### src/rtl/fetch_prefetch_unit.sv
// Instruction-fetch stage: issues word requests to instruction memory, buffers
// returned words with their PCs in an in-order FIFO and handles redirects.
module fetch_prefetch_unit #(
    parameter int              DW              = 32,
    parameter int              DEPTH           = 4,
    parameter int              MAX_OUTSTANDING = 2,
    parameter logic [DW-1:0]   RESET_PC        = '0
) (
    input  logic          clk_i,
    input  logic          rst_i,
    output logic          imem_req_o,
    output logic [DW-1:0] imem_addr_o,
    input  logic          imem_gnt_i,
    input  logic          imem_rvalid_i,
    input  logic [DW-1:0] imem_rdata_i,
    input  logic          redirect_i,
    input  logic [DW-1:0] redirect_pc_i,
    output logic          instr_valid_o,
    input  logic          instr_ready_i,
    output logic [DW-1:0] instr_o,
    output logic [DW-1:0] pc_o,
    output logic [DW-1:0] pc_plus_4_o
);

    localparam int PW = $clog2(DEPTH);
    localparam int CW = $clog2(DEPTH + 1);
    localparam int OW = $clog2(MAX_OUTSTANDING + 1);

    logic [DW-1:0] instr_mem [DEPTH];
    logic [DW-1:0] pc_mem    [DEPTH];

    logic [PW-1:0] wr_ptr_reg;
    logic [PW-1:0] rd_ptr_reg;
    logic [CW-1:0] count_reg;
    logic [OW-1:0] outstanding_reg;
    logic [OW-1:0] discard_reg;
    logic [DW-1:0] fetch_pc_reg;
    logic [DW-1:0] ret_pc_reg;

    logic          grant;
    logic          resp;
    logic          push;
    logic          pop;
    logic          wr_en;
    logic [15:0]   in_use;
    logic [OW-1:0] outstanding_next;
    logic          unused_pc_bits;

    assign unused_pc_bits = ^redirect_pc_i[1:0];

    // Entries still owed to the FIFO: buffered words plus live (non-discarded) requests.
    assign in_use     = 16'(count_reg) + 16'(outstanding_reg) - 16'(discard_reg);
    assign imem_req_o = rst_i && !redirect_i
                        && (outstanding_reg < OW'(MAX_OUTSTANDING))
                        && (in_use < 16'(DEPTH));
    assign imem_addr_o = fetch_pc_reg;

    assign grant = imem_req_o && imem_gnt_i;
    // Responses with nothing outstanding belong to requests cut off by reset.
    assign resp  = imem_rvalid_i && (outstanding_reg != '0);
    assign push  = resp && (discard_reg == '0);
    assign pop   = instr_valid_o && instr_ready_i;
    assign wr_en = push && !redirect_i;

    assign outstanding_next = outstanding_reg + OW'(grant) - OW'(resp);

    assign instr_valid_o = (count_reg != '0);
    assign instr_o       = instr_valid_o ? instr_mem[rd_ptr_reg] : '0;
    assign pc_o          = instr_valid_o ? pc_mem[rd_ptr_reg] : '0;
    assign pc_plus_4_o   = instr_valid_o ? pc_mem[rd_ptr_reg] + DW'(4) : '0;

    generate
        for (genvar gi = 0; gi < DEPTH; gi++) begin : g_entry
            always_ff @(posedge clk_i) begin
                if (wr_en && (wr_ptr_reg == PW'(gi))) begin
                    instr_mem[gi] <= imem_rdata_i;
                    pc_mem[gi]    <= ret_pc_reg;
                end
            end
        end
    endgenerate

    always_ff @(posedge clk_i) begin
        if (!rst_i) begin
            fetch_pc_reg    <= RESET_PC;
            ret_pc_reg      <= RESET_PC;
            count_reg       <= '0;
            outstanding_reg <= '0;
            discard_reg     <= '0;
            wr_ptr_reg      <= '0;
            rd_ptr_reg      <= '0;
        end else begin
            outstanding_reg <= outstanding_next;
            if (redirect_i) begin
                // Everything still in flight after this cycle is stale.
                fetch_pc_reg <= {redirect_pc_i[DW-1:2], 2'b00};
                ret_pc_reg   <= {redirect_pc_i[DW-1:2], 2'b00};
                discard_reg  <= outstanding_next;
                count_reg    <= '0;
                wr_ptr_reg   <= '0;
                rd_ptr_reg   <= '0;
            end else begin
                if (grant) begin
                    fetch_pc_reg <= fetch_pc_reg + DW'(4);
                end
                if (resp && (discard_reg != '0)) begin
                    discard_reg <= discard_reg - OW'(1);
                end
                if (push) begin
                    wr_ptr_reg <= wr_ptr_reg + PW'(1);
                    ret_pc_reg <= ret_pc_reg + DW'(4);
                end
                if (pop) begin
                    rd_ptr_reg <= rd_ptr_reg + PW'(1);
                end
                count_reg <= count_reg + CW'(push) - CW'(pop);
            end
        end
    end

    a_no_overflow: assert property (@(posedge clk_i) disable iff (!rst_i)
        !(wr_en && (count_reg == CW'(DEPTH))));

endmodule
### config.mk
export PLATFORM = sky130hd
export DESIGN_NAME = fetch_prefetch_unit
export DESIGN_NICKNAME = d
export VERILOG_FILES = /design/src/rtl/fetch_prefetch_unit.sv
export SDC_FILE = /design/constraint.sdc
export NUM_CORES = 1
export LEC_CHECK = 0
export ABC_CLOCK_PERIOD_IN_PS = 4800
export BUFFER_PORTS_ARGS = -buffer_cell sky130_fd_sc_hd__clkbuf_2
export CAP_MARGIN = 25
export CORE_MARGIN = 5
export CORE_UTILIZATION = 58
export DETAILED_ROUTE_END_ITERATION = 8
export MAX_ROUTING_LAYER = met4
export PLACE_DENSITY = 0.8
export SYNTH_ARGS = -nofsm -noshare
export SYNTH_HDL_FRONTEND = slang
export SYNTH_SLANG_ARGS = --single-unit
### constraint.sdc
create_clock -name clk_i -period 4.8 [get_ports clk_i]
set_input_delay 0.48 -clock clk_i [delete_from_list [all_inputs] [get_ports clk_i]]
set_output_delay 0.48 -clock clk_i [all_outputs]
set_load 0.01 [all_outputs]
After elaboration in Yosys (flattened, before gate mapping):

Memories as Yosys holds them, arrays and structs flattened. A register that Yosys moved wholly into a read port is not among the register bits.
Index checks and enable logic that the tools add are counted.
Widths: inputs -> output; s select.

* add/subtract/negate cells: 12
* order comparisons: 2
* equality and inequality tests: 3
* muxes and demuxes: 39
* bitwise gates (word level): 1
* reduce and logical (&&, ||, !) cells: 29

Operators with widths (number)
* $mux 32: 13
* $reduce_or 32->1: 6
* $add 32x3->32 const B: 3
* $mux 2: 12
* $lt 16x3->1 const B: 1
* $mux 1: 14
* $logic_and 1x1->1: 13
* $reduce_bool 2->1: 5
* $sub 4x2->5: 1
* $add 2x1->2 const B: 2
* $add 3x2->4: 1
* $eq 2x2->1 const B: 2
* $logic_not 2->1: 2
* $add 3x1->3: 1
* $reduce_bool 3->1: 1
* $sub 3x1->3: 1
* $add 2x1->2: 1
* $eq 2x1->1 const B: 1
* $lt 2x2->1 const B: 1
* $reduce_or 2->1: 1
* $sub 2x1->2: 1
* $sub 2x1->2 const B: 1
* $logic_not 1->1: 1
* $not 1->1: 1

* flip-flop bits (word level): 75
* RAM bits: 256
* output and inout port bits: 130
* logic and storage cells: 97
* memories: 2

Memory list
* instr_mem: depth 4, bits a word 32, rd ports 1, clocked after Yosys merged registers in 1, write ports 1, line 29 `logic [DW-1:0] instr_mem [DEPTH];`
* pc_mem: depth 4, bits a word 32, rd ports 1, clocked after Yosys merged registers in 1, write ports 1, line 30 `logic [DW-1:0] pc_mem [DEPTH];`

Logic depth before layout (Yosys ltp):

* depth in word-level cells: 11
* depth in mapped cells: 17
* gate-level depth less buffers: 15

Least setup slack after synthesis:

OpenSTA, ideal clock, no wires.

* path kind: register to register
* start point: reg count_reg[1]
* end point: reg discard_reg[1]
* library setup time: 0.070 ns
* data arrival time: 3.436 ns
* slack: 1.294 ns
* stages on the path, launching flop included: 18
* period minus slack after synthesis: 3.506 ns
* cell sequence: dfxtp_1 -> inv_1 -> fa_1 -> inv_1 -> ha_1 -> and3b_1 -> o211a_1 -> o211a_1 -> inv_1 -> clkbuf_1 -> clkbuf_1 -> ha_1 -> inv_1 -> ha_1 -> xnor2_1 -> xnor2_1 -> nand2_1 -> a21oi_1

* longest elaborated chain between the ends: 8

RTL lines
* start: declaration: line 34 `logic [CW-1:0] count_reg;`
* start signal: assignment: line 116 `count_reg <= count_reg + CW'(push) - CW'(pop);`
* $add 3x2->4: line 52 `assign in_use = 16'(count_reg) + 16'(outstanding_reg) - 16'(discard_reg);`
* $sub 4x2->5: line 52
* $lt 16x3->1: line 55 `&& (in_use < 16'(DEPTH));`
* $logic_and 1x1->1: line 55
* $logic_and 1x1->1: line 58 `assign grant = imem_req_o && imem_gnt_i;`
* $add 2x1->2: line 65 `assign outstanding_next = outstanding_reg + OW'(grant) - OW'(resp);`
* $sub 2x1->2: line 65
* $mux 2: line 94 `if (redirect_i) begin`
* end signal: assignment: line 98 `discard_reg <= outstanding_next;`
* end signal: assignment: line 107 `discard_reg <= discard_reg - OW'(1);`
* end: declaration: line 36 `logic [OW-1:0] discard_reg;`

No other way between the ends.
A chain may end at the register's enable or synchronous reset.

==> flow_summary.ini <==
[setup_path]
ff2ff_path_depth = 16
end_kind = output pin
cp_data_arrival_time_ns = 3.65
crit_type = register to output pin
cp_data_required_time_ns = 4.32
path_max_fanout = 28
r2r_slack_ns = 1.17
reg2reg_from = count_reg[1]$_SDFF_PP0_
critPathLaunchType = register
rr_endpoint = discard_reg[1]$_SDFFE_PN0P_

[die]
rows = 57
initial_core_util = 0.5902
dieArea_um2 = 28070
die_x_um = 167.5
core_region_area_um2 = 24390
die_h_um = 167.5
pin_count = 200

[synthesis]
ys_async_sr_fraction = 0
synth-edff-count = 248
syn_area_um2 = 14400
yosys_warnings = 0
yosysTopAreaCell = edfxtp_1
synthCells = 1031
synthTopCellsByArea = edfxtp_1 (52%), dfxtp_1 (10%), mux4_2 (7.4%), and2_1 (2.7%), mux4_1 (2.6%)
yosys.area.top_type_share = 0.5173
synth-main-ff-cell = edfxtp_1
synth.avg_cell_area_um2 = 13.96
yosysSeqAreaShare = 0.6189
synth.distinct_cells = 62
ys_seq_elements = 321

[place]
portBuffers = 191
hpwl_um = 21880
placed_cell_area_um2 = 15620
place_congestion = 0.8737

[grt]
antenna_found_initial = 0
busiest_layer = met2
grt_util_met3 = 0.04290
grt_pass1_vias = 9530
grt_overflow_total = 0
grt_usage = 0.2470
grt_max_degree = 63
grtUsageMet1 = 0.3454
grt_util_met2 = 0.3892
grt_pass1_wl_um = 53780

[hold_path]
hold_end = instr_mem[2][13]$_DFFE_PP_
hold_depth = 1
min_from = imem_rdata_i[13]
hp-class = input port to register

[power]
ir_drop_uv = 246.7
p_per_area_nw_per_um2 = 414.0
p_leak_uw = 0.005926

[finish]
area_delta_synth_final_pct = 15.59
largest_register_ffs = 128
final_nets = 1306
final_cell_mix = edfxtp_1 (248), clkbuf_2 (191), dfxtp_1 (71)
top_regs = instr_mem (128), pc_mem (120)
antenna_cells = 0
final_common_cell = edfxtp_1
drive_above_1_share = 0.2689
top_register = instr_mem
design_area_um2 = 16640

[timing]
setup_violations = 0
tns_ns = 0
whs_ns = 0.1919
maxSlewHeadroom = 0.3372
worst_pin_slew_ns = 0.9851
hold_violations = 0
fin_crit_ns = 4.135
fin_worst_skew_ns = 0.01505
finalMaxSlewViolations = 0
grt_setup_unrepaired = no
finalCritPeriodShare = 0.8615
max_freq_mhz = 241.8

[detailed_routing]
remaining_drc_errors = 0
drt-initial-drc-count = 1124
avgRoutedWirePerCell_um = 21.69
vias = 9737
ant_nets = 0
wl_um = 33960
detail_route.first_pass.iterations = 5
via_per_inst = 6.218

[clocking]
cts_sinks = 321
post_cts_resized = 0
root_buffer = clkbuf_16
clk_pin_slew_ns = 0.06
clk_path_buf_depth = 3
cts.htree.levels = 2
cts_tree = built
clk_latency_ns = 0.51
cts_buffers = 34
postCtsSetupRepairBufs = 0
holdBufCountCts = 0

[run_status]
status = completed

[run]
drv_cap = 0
## where the power goes
| part | internal [uW] | total (uW) | switching [uW] |
|---|---|---|---|
| registers | 3140 | 3260 | 117 |
| logic | 490 | 1230 | 736 |
| clock network | 1370 | 2410 | 1030 |
| total | 5000 | 6890 | 1890 |
## metal layers
| layer | vias up | wire, um |
|---|---|---|
| met5 | - | 0 |
| met4 | 0 | 607 |
| met3 | 63 | 3266 |
| met2 | 546 | 16330 |
| met1 | 4781 | 13760 |
| li1 | 4347 | - |
## cell usage after synthesis, types with 5 or more instances
cell type	number
edfxtp_1	248
dfxtp_1	73
nand2_1	65
and2_1	61
nor2_1	48
mux4_2	47
clkbuf_1	41
xnor2_1	36
inv_1	34
a21oi_1	33
nand3_1	30
o21ai_0	29
nor4_1	22
nor3_1	19
and3_1	17
ha_1	16
nand4_1	16
or4_1	16
mux4_1	14
mux2_2	12
and4_1	10
mux2i_1	10
a31oi_1	9
o31ai_1	9
or3_1	9
xor2_1	9
a221o_1	8
a211oi_1	7
buf_4	7
buf_1	6
o211ai_1	6
o21a_1	6
buf_2	5
o311ai_0	5
## logic make-up (layout without fill, tap and decap cells)
group                      Yosys count  after routing  synth area share
buffers and inverters               99            305           0.03129
xor gates and xnor gates            45             45           0.02738
adders and majority gates           18             18           0.01669
and+or+nand+nor                    330            330            0.1280
other                                1              6         0.0002605
muxes                               83             83            0.1154
DFF                                321            321            0.6189
AOI/OAI and AO/OA                  134            134           0.06206
## critical path, stage by stage (launching register included)
cell and delay [ns]:
dfxtp_4 0.47, buf_4 0.50, mux4_2 0.42, nand4_4 0.15
or4_4 0.64, or4_1 0.52, a21oi_1 0.24, clkbuf_2 0.18
## worst max-delay path by stage
stage | to | slack, ns | depth (start not counted)
after CTS | pc_plus_4_o[21] | 0.59 | 7
after global routing | pc_plus_4_o[31] | 0.47 | 7
final | pc_plus_4_o[21] | 0.67 | 7
after detailed placement | discard_reg[1]$_SDFFE_PN0P_ | 1.16 | 16
after global placement | pc_plus_4_o[24] | 1.22 | 7
after floorplan | discard_reg[1]$_SDFFE_PN0P_ | 1.29 | 17
## area by class of cell
| cell class | count | area, um^2 |
|---|---|---|
| inverters | 35 | 131.4 |
| clock inverters | 16 | 92.59 |
| multi-input cells | 616 | 5065 |
| well taps | 324 | 405.4 |
| repair buffers | 210 | 1102 |
| fillers | 1646 | 7751 |
| clock buffers | 44 | 929.6 |
| flip-flops and latches | 321 | 8914 |
## stage by stage
step | util | total power (uW) | cells | worst slack, ns
global placement | 0.6398 | 4485 | 1505 | 1.215
global route | 0.6822 | 7194 | 1566 | 0.4738
floorplan | - | 4073 | 1036 | 1.294
detailed placement | 0.6403 | 4528 | 1506 | 1.161
CTS | 0.6822 | 6930 | 1566 | 0.5875
finish | 0.6822 | 6889 | 1566 | 0.6650
(Power assumes the default switching activity.)
